$ cat src/rtl/mul8_seq_pkg.sv
// Shared definitions for the mul8 Wishbone sequencer: register offsets, CTRL bit positions,
// FSM states and the settle-counter width.
package mul8_seq_pkg;

    localparam logic [3:0] OFF_CTRL = 4'h0;
    localparam logic [3:0] OFF_OPND = 4'h4;
    localparam logic [3:0] OFF_RES  = 4'h8;

    localparam int CTRL_START = 0;
    localparam int CTRL_BUSY  = 0;
    localparam int CTRL_DONE  = 1;
    localparam int CTRL_OVR   = 2;
    localparam int CTRL_IE    = 3;

    // Wide enough for the largest legal MUL_LAT of 15.
    localparam int CNT_W = 4;

    typedef enum logic {
        IDLE   = 1'b0,
        SETTLE = 1'b1
    } state_e;

    // Read image of CTRL/STAT bits [3:0].
    typedef struct packed {
        logic ie;
        logic ovr;
        logic done;
        logic busy;
    } stat_t;

endpackage

$ cat src/rtl/mul8_wb_sequencer_if.sv
// Wishbone slave bus bundle for the mul8 sequencer; the SoC side uses master, the block uses slave.
interface mul8_wb_sequencer_if;

    logic        wbs_stb_i;
    logic        wbs_cyc_i;
    logic        wbs_we_i;
    logic [3:0]  wbs_sel_i;
    logic [31:0] wbs_adr_i;
    logic [31:0] wbs_dat_i;
    logic        wbs_ack_o;
    logic [31:0] wbs_dat_o;

    modport slave (
        input  wbs_stb_i, wbs_cyc_i, wbs_we_i, wbs_sel_i, wbs_adr_i, wbs_dat_i,
        output wbs_ack_o, wbs_dat_o
    );

    modport master (
        output wbs_stb_i, wbs_cyc_i, wbs_we_i, wbs_sel_i, wbs_adr_i, wbs_dat_i,
        input  wbs_ack_o, wbs_dat_o
    );

endinterface

$ cat src/rtl/mul8_seq_wbif.sv
// Wishbone front end: address decode, single-cycle ack, registered read mux and
// per-register strobes that are valid in the cycle a request is sampled.
module mul8_seq_wbif
    import mul8_seq_pkg::*;
#(
    parameter logic [31:0] BASE_ADDR = 32'h3000_0000,
    parameter int          P_W       = 20
) (
    input  logic               wb_clk_i,
    input  logic               wb_rst_i,
    mul8_wb_sequencer_if.slave wb,
    input  stat_t              stat_i,
    input  logic [7:0]         a_i,
    input  logic [7:0]         b_i,
    input  logic [P_W-1:0]     result_i,
    output logic               ctrl_we_o,
    output logic               opnd_we_o,
    output logic               res_rd_o,
    output logic [15:0]        wdat_o,
    output logic [1:0]         wsel_o
);

    logic        ack_q, ack_d;
    logic [31:0] dat_q, dat_d;
    logic        req;
    logic        hit;
    logic [3:0]  off;
    logic [31:0] rd_word;
    logic        unused_bits;

    assign unused_bits = ^{wb.wbs_dat_i[31:16], wb.wbs_sel_i[3:2]};

    // NOTE: every signal gets a default at the top of always_comb so no path can infer a latch.
    always_comb begin
        req     = wb.wbs_stb_i & wb.wbs_cyc_i & ~ack_q;
        hit     = (wb.wbs_adr_i[31:4] == BASE_ADDR[31:4]);
        off     = wb.wbs_adr_i[3:0];
        rd_word = '0;
        if (hit) begin
            case (off)
                OFF_CTRL: rd_word = {28'h0, stat_i};
                OFF_OPND: rd_word = {16'h0, a_i, b_i};
                OFF_RES:  rd_word = {{(32-P_W){1'b0}}, result_i};
                default:  rd_word = '0;
            endcase
        end
        ack_d     = req;
        dat_d     = (req && !wb.wbs_we_i) ? rd_word : '0;
        ctrl_we_o = req &  wb.wbs_we_i & hit & (off == OFF_CTRL);
        opnd_we_o = req &  wb.wbs_we_i & hit & (off == OFF_OPND);
        res_rd_o  = req & ~wb.wbs_we_i & hit & (off == OFF_RES);
        wdat_o    = wb.wbs_dat_i[15:0];
        wsel_o    = wb.wbs_sel_i[1:0];
    end

    // NOTE: state registers use non-blocking assignments so every flop samples pre-edge values.
    always_ff @(posedge wb_clk_i) begin
        if (wb_rst_i) begin
            ack_q <= 1'b0;
            dat_q <= '0;
        end else begin
            ack_q <= ack_d;
            dat_q <= dat_d;
        end
    end

    assign wb.wbs_ack_o = ack_q;
    assign wb.wbs_dat_o = dat_q;

endmodule

$ cat src/rtl/mul8_wb_sequencer.sv
// Sequencer for the 8x8 multiplier: holds operands, launches, waits MUL_LAT cycles, captures the product.
// Optional level interrupt on DONE is built when MUL8_SEQ_IRQ_EN is defined.
module mul8_wb_sequencer
    import mul8_seq_pkg::*;
#(
    parameter logic [31:0] BASE_ADDR = 32'h3000_0000,
    parameter int          MUL_LAT   = 2,
    parameter int          P_W       = 20
) (
    input  logic               wb_clk_i,
    input  logic               wb_rst_i,
    mul8_wb_sequencer_if.slave wb,
    output logic [7:0]         mul_a_o,
    output logic [7:0]         mul_b_o,
    input  logic [P_W-1:0]     mul_p_i,
    output logic               busy_o
`ifdef MUL8_SEQ_IRQ_EN
    ,
    output logic               irq_o
`endif
);

    state_e             state_q, state_d;
    logic [CNT_W-1:0]   cnt_q, cnt_d;
    logic [7:0]         a_q, a_d;
    logic [7:0]         b_q, b_d;
    logic [P_W-1:0]     result_q, result_d;
    logic               done_q, done_d;
    logic               ovr_q, ovr_d;
    logic               busy_q, busy_d;
    logic               ie_q;
`ifdef MUL8_SEQ_IRQ_EN
    logic               ie_d;
`endif

    logic               ctrl_we;
    logic               opnd_we;
    logic               res_rd;
    logic [15:0]        wdat;
    logic [1:0]         wsel;
    logic               start_req;
    stat_t              stat;

    mul8_seq_wbif #(
        .BASE_ADDR (BASE_ADDR),
        .P_W       (P_W)
    ) u_wbif (
        .wb_clk_i  (wb_clk_i),
        .wb_rst_i  (wb_rst_i),
        .wb        (wb),
        .stat_i    (stat),
        .a_i       (a_q),
        .b_i       (b_q),
        .result_i  (result_q),
        .ctrl_we_o (ctrl_we),
        .opnd_we_o (opnd_we),
        .res_rd_o  (res_rd),
        .wdat_o    (wdat),
        .wsel_o    (wsel)
    );

    always_comb begin
        state_d   = state_q;
        cnt_d     = cnt_q;
        a_d       = a_q;
        b_d       = b_q;
        result_d  = result_q;
        done_d    = done_q;
        ovr_d     = ovr_q;
        busy_d    = busy_q;
`ifdef MUL8_SEQ_IRQ_EN
        ie_d      = ie_q;
        if (ctrl_we) ie_d = wdat[CTRL_IE];
`endif
        start_req = ctrl_we & wdat[CTRL_START];

        // Clears come first so a capture on the same edge sets DONE/OVR last and wins.
        if (res_rd) done_d = 1'b0;
        if (ctrl_we && wdat[CTRL_OVR]) ovr_d = 1'b0;

        case (state_q)
            IDLE: begin
                if (start_req) begin
                    state_d = SETTLE;
                    cnt_d   = CNT_W'(MUL_LAT - 1);
                    busy_d  = 1'b1;
                    done_d  = 1'b0;
                end else if (opnd_we) begin
                    if (wsel[0]) b_d = wdat[7:0];
                    if (wsel[1]) a_d = wdat[15:8];
                end
            end
            SETTLE: begin
                if (start_req || opnd_we) ovr_d = 1'b1;
                if (cnt_q == '0) begin
                    result_d = mul_p_i;
                    done_d   = 1'b1;
                    busy_d   = 1'b0;
                    state_d  = IDLE;
                end else begin
                    cnt_d = cnt_q - 1'b1;
                end
            end
            default: state_d = IDLE;
        endcase
    end

    always_ff @(posedge wb_clk_i) begin
        if (wb_rst_i) begin
            state_q  <= IDLE;
            cnt_q    <= '0;
            a_q      <= '0;
            b_q      <= '0;
            result_q <= '0;
            done_q   <= 1'b0;
            ovr_q    <= 1'b0;
            busy_q   <= 1'b0;
        end else begin
            state_q  <= state_d;
            cnt_q    <= cnt_d;
            a_q      <= a_d;
            b_q      <= b_d;
            result_q <= result_d;
            done_q   <= done_d;
            ovr_q    <= ovr_d;
            busy_q   <= busy_d;
        end
    end

`ifdef MUL8_SEQ_IRQ_EN
    always_ff @(posedge wb_clk_i) begin
        if (wb_rst_i) ie_q <= 1'b0;
        else          ie_q <= ie_d;
    end

    assign irq_o = done_q & ie_q;
`else
    assign ie_q = 1'b0;
`endif

    assign stat    = '{ie: ie_q, ovr: ovr_q, done: done_q, busy: busy_q};
    assign mul_a_o = a_q;
    assign mul_b_o = b_q;
    assign busy_o  = busy_q;

endmodule

$ cat src/flat_wrapper.sv
// flat-port wrapper written by rule: the top's interface ports become plain ports
module mul8_wb_sequencer_flat import mul8_seq_pkg::*;
#(
    parameter logic [31:0] BASE_ADDR = 32'h3000_0000,
    parameter int          MUL_LAT   = 2,
    parameter int          P_W       = 20
)
  (wb_clk_i, wb_rst_i, mul_a_o, mul_b_o, mul_p_i, busy_o, wb_wbs_stb_i, wb_wbs_cyc_i, wb_wbs_we_i, wb_wbs_sel_i, wb_wbs_adr_i, wb_wbs_dat_i, wb_wbs_ack_o, wb_wbs_dat_o);
  mul8_wb_sequencer_if wb_i ();
  input  logic wb_clk_i;
  input  logic wb_rst_i;
  output logic [7:0] mul_a_o;
  output logic [7:0] mul_b_o;
  input  logic [P_W-1:0] mul_p_i;
  output logic busy_o;
  input wire logic [$bits(wb_i.wbs_stb_i)-1:0] wb_wbs_stb_i;
  input wire logic [$bits(wb_i.wbs_cyc_i)-1:0] wb_wbs_cyc_i;
  input wire logic [$bits(wb_i.wbs_we_i)-1:0] wb_wbs_we_i;
  input wire logic [$bits(wb_i.wbs_sel_i)-1:0] wb_wbs_sel_i;
  input wire logic [$bits(wb_i.wbs_adr_i)-1:0] wb_wbs_adr_i;
  input wire logic [$bits(wb_i.wbs_dat_i)-1:0] wb_wbs_dat_i;
  output wire logic [$bits(wb_i.wbs_ack_o)-1:0] wb_wbs_ack_o;
  output wire logic [$bits(wb_i.wbs_dat_o)-1:0] wb_wbs_dat_o;
  assign wb_i.wbs_stb_i = wb_wbs_stb_i;
  assign wb_i.wbs_cyc_i = wb_wbs_cyc_i;
  assign wb_i.wbs_we_i = wb_wbs_we_i;
  assign wb_i.wbs_sel_i = wb_wbs_sel_i;
  assign wb_i.wbs_adr_i = wb_wbs_adr_i;
  assign wb_i.wbs_dat_i = wb_wbs_dat_i;
  assign wb_wbs_ack_o = wb_i.wbs_ack_o;
  assign wb_wbs_dat_o = wb_i.wbs_dat_o;
  mul8_wb_sequencer #(.BASE_ADDR(BASE_ADDR), .MUL_LAT(MUL_LAT), .P_W(P_W)) u_core (.wb_clk_i(wb_clk_i), .wb_rst_i(wb_rst_i), .wb(wb_i), .mul_a_o(mul_a_o), .mul_b_o(mul_b_o), .mul_p_i(mul_p_i), .busy_o(busy_o));
endmodule
$ cat config.mk
export PLATFORM = sky130hd
export DESIGN_NAME = mul8_wb_sequencer_flat
export DESIGN_NICKNAME = d
export VERILOG_FILES = /design/src/rtl/mul8_seq_pkg.sv /design/src/rtl/mul8_wb_sequencer_if.sv /design/src/rtl/mul8_seq_wbif.sv /design/src/rtl/mul8_wb_sequencer.sv /design/src/flat_wrapper.sv
export SDC_FILE = /design/constraint.sdc
export NUM_CORES = 1
export LEC_CHECK = 0
export ABC_AREA = 1
export CAP_MARGIN = 20
export CORE_AREA = 5 5 92 94
export DETAILED_ROUTE_END_ITERATION = 6
export DIE_AREA = 0 0 97 99
export GPL_TIMING_DRIVEN = 0
export HOLD_SLACK_MARGIN = 0.15
export PLACE_DENSITY_LB_ADDON = 0.1
export SYNTH_ARGS = -nofsm -noshare
export SYNTH_HDL_FRONTEND = slang
export SYNTH_SLANG_ARGS = --single-unit
$ cat constraint.sdc
create_clock -name wb_clk_i -period 2.1 [get_ports wb_clk_i]
set_input_delay 0.63 -clock wb_clk_i [delete_from_list [all_inputs] [get_ports wb_clk_i]]
set_output_delay 0.63 -clock wb_clk_i [all_outputs]
set_load 0.05 [all_outputs]
==> run_results.csv <==
group,metric,value,unit
timing,relSlewSlack,64.55,%
routing,routed_wl,8.227,mm
layout,final_common_cell,"nand2_1",
timing,finalCritPeriodShare,98.36,%
layout,num_antenna_cells,0,
global_route,track_usage,16.91,%
routing,ant_nets,0,
critical_path,r2r_slack,0.51,ns
clocking,htree_levels,3,
critical_path,critPathBufInv,1,
placed_design,gp_congestion,0.8246,
critical_path,crit_fanout,1,
routing,dr_total_vias,2978,
timing,fin_skew,0.006582,ns
clocking,path_clk_slew,0.07,ns
critical_path,start_kind,"flip-flop",
timing,hold_viol,0,
run,cap_violations,0,
clocking,clkSinkCount,65,
critical_path,critPathLaunch,"u_core.u_wbif.wb.wbs_dat_o[4]",
layout,final_cell_mix,"86 x nand2_1, 65 x dfxtp_1, 58 x inv_1, 57 x nor2_1, 56 x clkdlybuf4s50_1",
logic_synthesis,synth_warnings,0,
timing,tightest_slew,0.5309,ns
clocking,worstSkewPairLatency,0.34,ns
global_route,antenna_found_initial,0,
critical_path,reg2reg_from,"u_core.cnt_q[0]",
power_and_ir_drop,vdd_drop_max,0.3863,mV
layout,nNetsFinal,655,
critical_path,critical_path.endpoint,"wb_wbs_dat_o[4]",
layout,area_delta_synth_final,53.45,%
critical_path,max_stage_delay,0.79,ns
global_route,grt_pass1_wl,13.18,mm
logic_synthesis,syn-instance-count,423,
hold_path,hold_depth,2,
power_and_ir_drop,power_density,565.6,nW/um^2
timing,hold_slack,0.4449,ns
critical_path,end_kind,"output pin",
hold_path,hp-class,"flip-flop to flip-flop",
floorplanning,rows,32,
floorplanning,fp.dieH,99,um
routing,dr.pass1.iters,4,
global_route,overflow,0,
layout,stdcell_count,667,
global_route,grt_pass1_vias,2812,
routing,drt_iter0_drc,107,
critical_path,critPathArrivalTime,1.44,ns
logic_synthesis,synth-seq-cells,65,
clocking,cts-root-buf,"clkbuf_8",
timing,rsz0062_at_grt,"yes",
run_status,status,"complete, no violations",
critical_path,reg2reg_to,"u_core.cnt_q[3]",
placed_design,io_buffers,110,
clocking,postCtsHoldBufs,0,
critical_path,worstSetupPathType,"flip-flop to output pin",
critical_path,cpMaxStageDelayCell,"clkdlybuf4s50_1",
placed_design,dp_cells,646,
timing,final.min_clock_period,2.066,ns
critical_path,cp_top_family,"buffers and inverters",
routing,detail_route.vias_per_cell,4.465,
routing,wl_per_cell,12.33,um
floorplanning,die-area,9603,sq um
clocking,cts_tree,"done",
timing,drv_slew,0,
critical_path,reg2regPathDepth,7,
floorplanning,start_util,39.29,%
timing,clock.fmax,484.1,MHz
placed_design,hpwl,6.442,mm
clocking,cts_buffers,9,
layout,drive_above_1_share,11.33,%
routing,drc,0,
timing,setup_viol,0,
floorplanning,core_area,7567,sq um
global_route,grt_max_degree,12,
logic_synthesis,synth_area,2973,sq um
critical_path,cp_num_cells,1,
floorplanning,pin_count,143,
logic_synthesis,postSynthAreaPerCell,7.028,sq um
clocking,clockBufferDepth,2,
floorplanning,die_w,97,um
critical_path,worstPathCellList,"clkdlybuf4s50_1",
logic_synthesis,ys_seq_area_share,43.77,%
power_and_ir_drop,p_leak,2.299,nW
critical_path,cp.required,1.47,ns
power_and_ir_drop,p_total,0.002580,W
logic_synthesis,ys_types,33,
[per-stage QoR]
stage	area [sq um]	util [%]	setup TNS (ns)	worst slack, ns
finish	4562	60.28	0	0.03438
detailed placement	4243	56.07	-11.44	-0.4036
floorplan	3014	-	0	0.3486
global placement	4243	56.07	-9.954	-0.3705
global route	4562	60.28	-0.03451	-0.01223
CTS	4415	58.35	0	0.0002512
[final cells by class]
cell class / count / area, sq um
Fill cell: 706 / 3005
Inverter: 63 / 242.7
Tap cell: 102 / 127.6
Multi-Input combinational cell: 277 / 1338
Sequential cell: 65 / 1301
Clock buffer: 11 / 141.4
Buffer: 29 / 168.9
Timing Repair Buffer: 115 / 1187
Clock inverter: 5 / 55.05
[logic make-up (layout without fill, tap and decap cells)]
kind of cell / count (synthesis) / count (layout) / synth area share [%]
buffers and inverters: 92 / 223 / 13.64
other: 1 / 12 / 0.1261
DFF: 65 / 65 / 43.77
adders and majority gates: 2 / 2 / 0.8416
xor gates and xnor gates: 2 / 2 / 0.5893
and+or+nand+nor: 197 / 197 / 29.92
AOI/OAI and AO/OA: 64 / 64 / 11.11
[what timing repair did]
item                       in CTS  in global routing
setup endpoints to repair      33                 45
pin swaps                       0                 23
gates resized for setup        25                 43
setup buffers                   0                  5
[state kept, by name, indices dropped and copies added (netlist names)]
register,count
u_core.result_q,20
u_core.u_wbif.wb.wbs_dat_o,20
u_core.mul_a_o,8
u_core.mul_b_o,8
u_core.cnt_q,4
u_core.busy_o,1
u_core.done_q,1
u_core.ovr_q,1
u_core.state_q,1
u_core.u_wbif.wb.wbs_ack_o,1
[power breakdown]
part	total [W]	internal (W)	switching (W)	leakage (nW)
clock network	0.00105	0.000576	0.000473	0.0953
logic	0.000298	0.000155	0.000143	1.68
registers	0.00123	0.00123	0.000000603	0.523
[cells in the mapped netlist]
cell / instances / area, sq um
a211oi_1: 1 / 7.510
a21oi_1: 38 / 190.2
a21oi_2: 1 / 8.760
a31oi_1: 3 / 18.77
and2_0: 1 / 6.260
and3_1: 1 / 6.260
buf_2: 3 / 15.01
buf_4: 13 / 97.59
buf_6: 1 / 11.26
clkbuf_1: 12 / 45.04
clkinv_1: 1 / 3.750
conb_1: 1 / 3.750
dfxtp_1: 65 / 1301
ha_1: 2 / 25.02
inv_1: 61 / 229.0
inv_2: 1 / 3.750
nand2_1: 87 / 326.6
nand2_2: 1 / 6.260
nand3_1: 7 / 35.03
nand3_2: 1 / 10.01
nand3b_1: 1 / 7.510
nand4_1: 17 / 106.4
nand4_2: 1 / 12.51
nand4_4: 1 / 21.27
nor2_1: 62 / 232.7
nor2_2: 6 / 37.54
nor2_4: 3 / 33.78
nor3_1: 5 / 25.02
nor3_2: 1 / 10.01
nor4_1: 1 / 6.260
o21ai_0: 21 / 105.1
or2_2: 1 / 6.260
xor2_1: 2 / 17.52
[how the worst min path moves through the flow]
stage / start / endpoint / slack (ns)
2_1_floorplan: u_core.result_q[0] / u_core.result_q[0] / 0.42
3_3_place_gp: u_core.result_q[3] / u_core.result_q[3] / 0.43
3_5_place_dp: u_core.result_q[3] / u_core.result_q[3] / 0.44
4_1_cts: u_core.result_q[3] / u_core.result_q[3] / 0.45
5_1_grt: u_core.result_q[2] / u_core.result_q[2] / 0.46
6_report: u_core.result_q[9] / u_core.result_q[9] / 0.44
[layer usage]
metal | routed length (um) | global-route usage [%] | up-vias
met5 | 0 | 0 | -
met4 | 82 | 4.212 | 0
met3 | 610 | 6.369 | 8
met2 | 3864 | 27.34 | 101
met1 | 3669 | 21.37 | 1290
li1 | - | - | 1579
(Power assumes the default switching activity.)
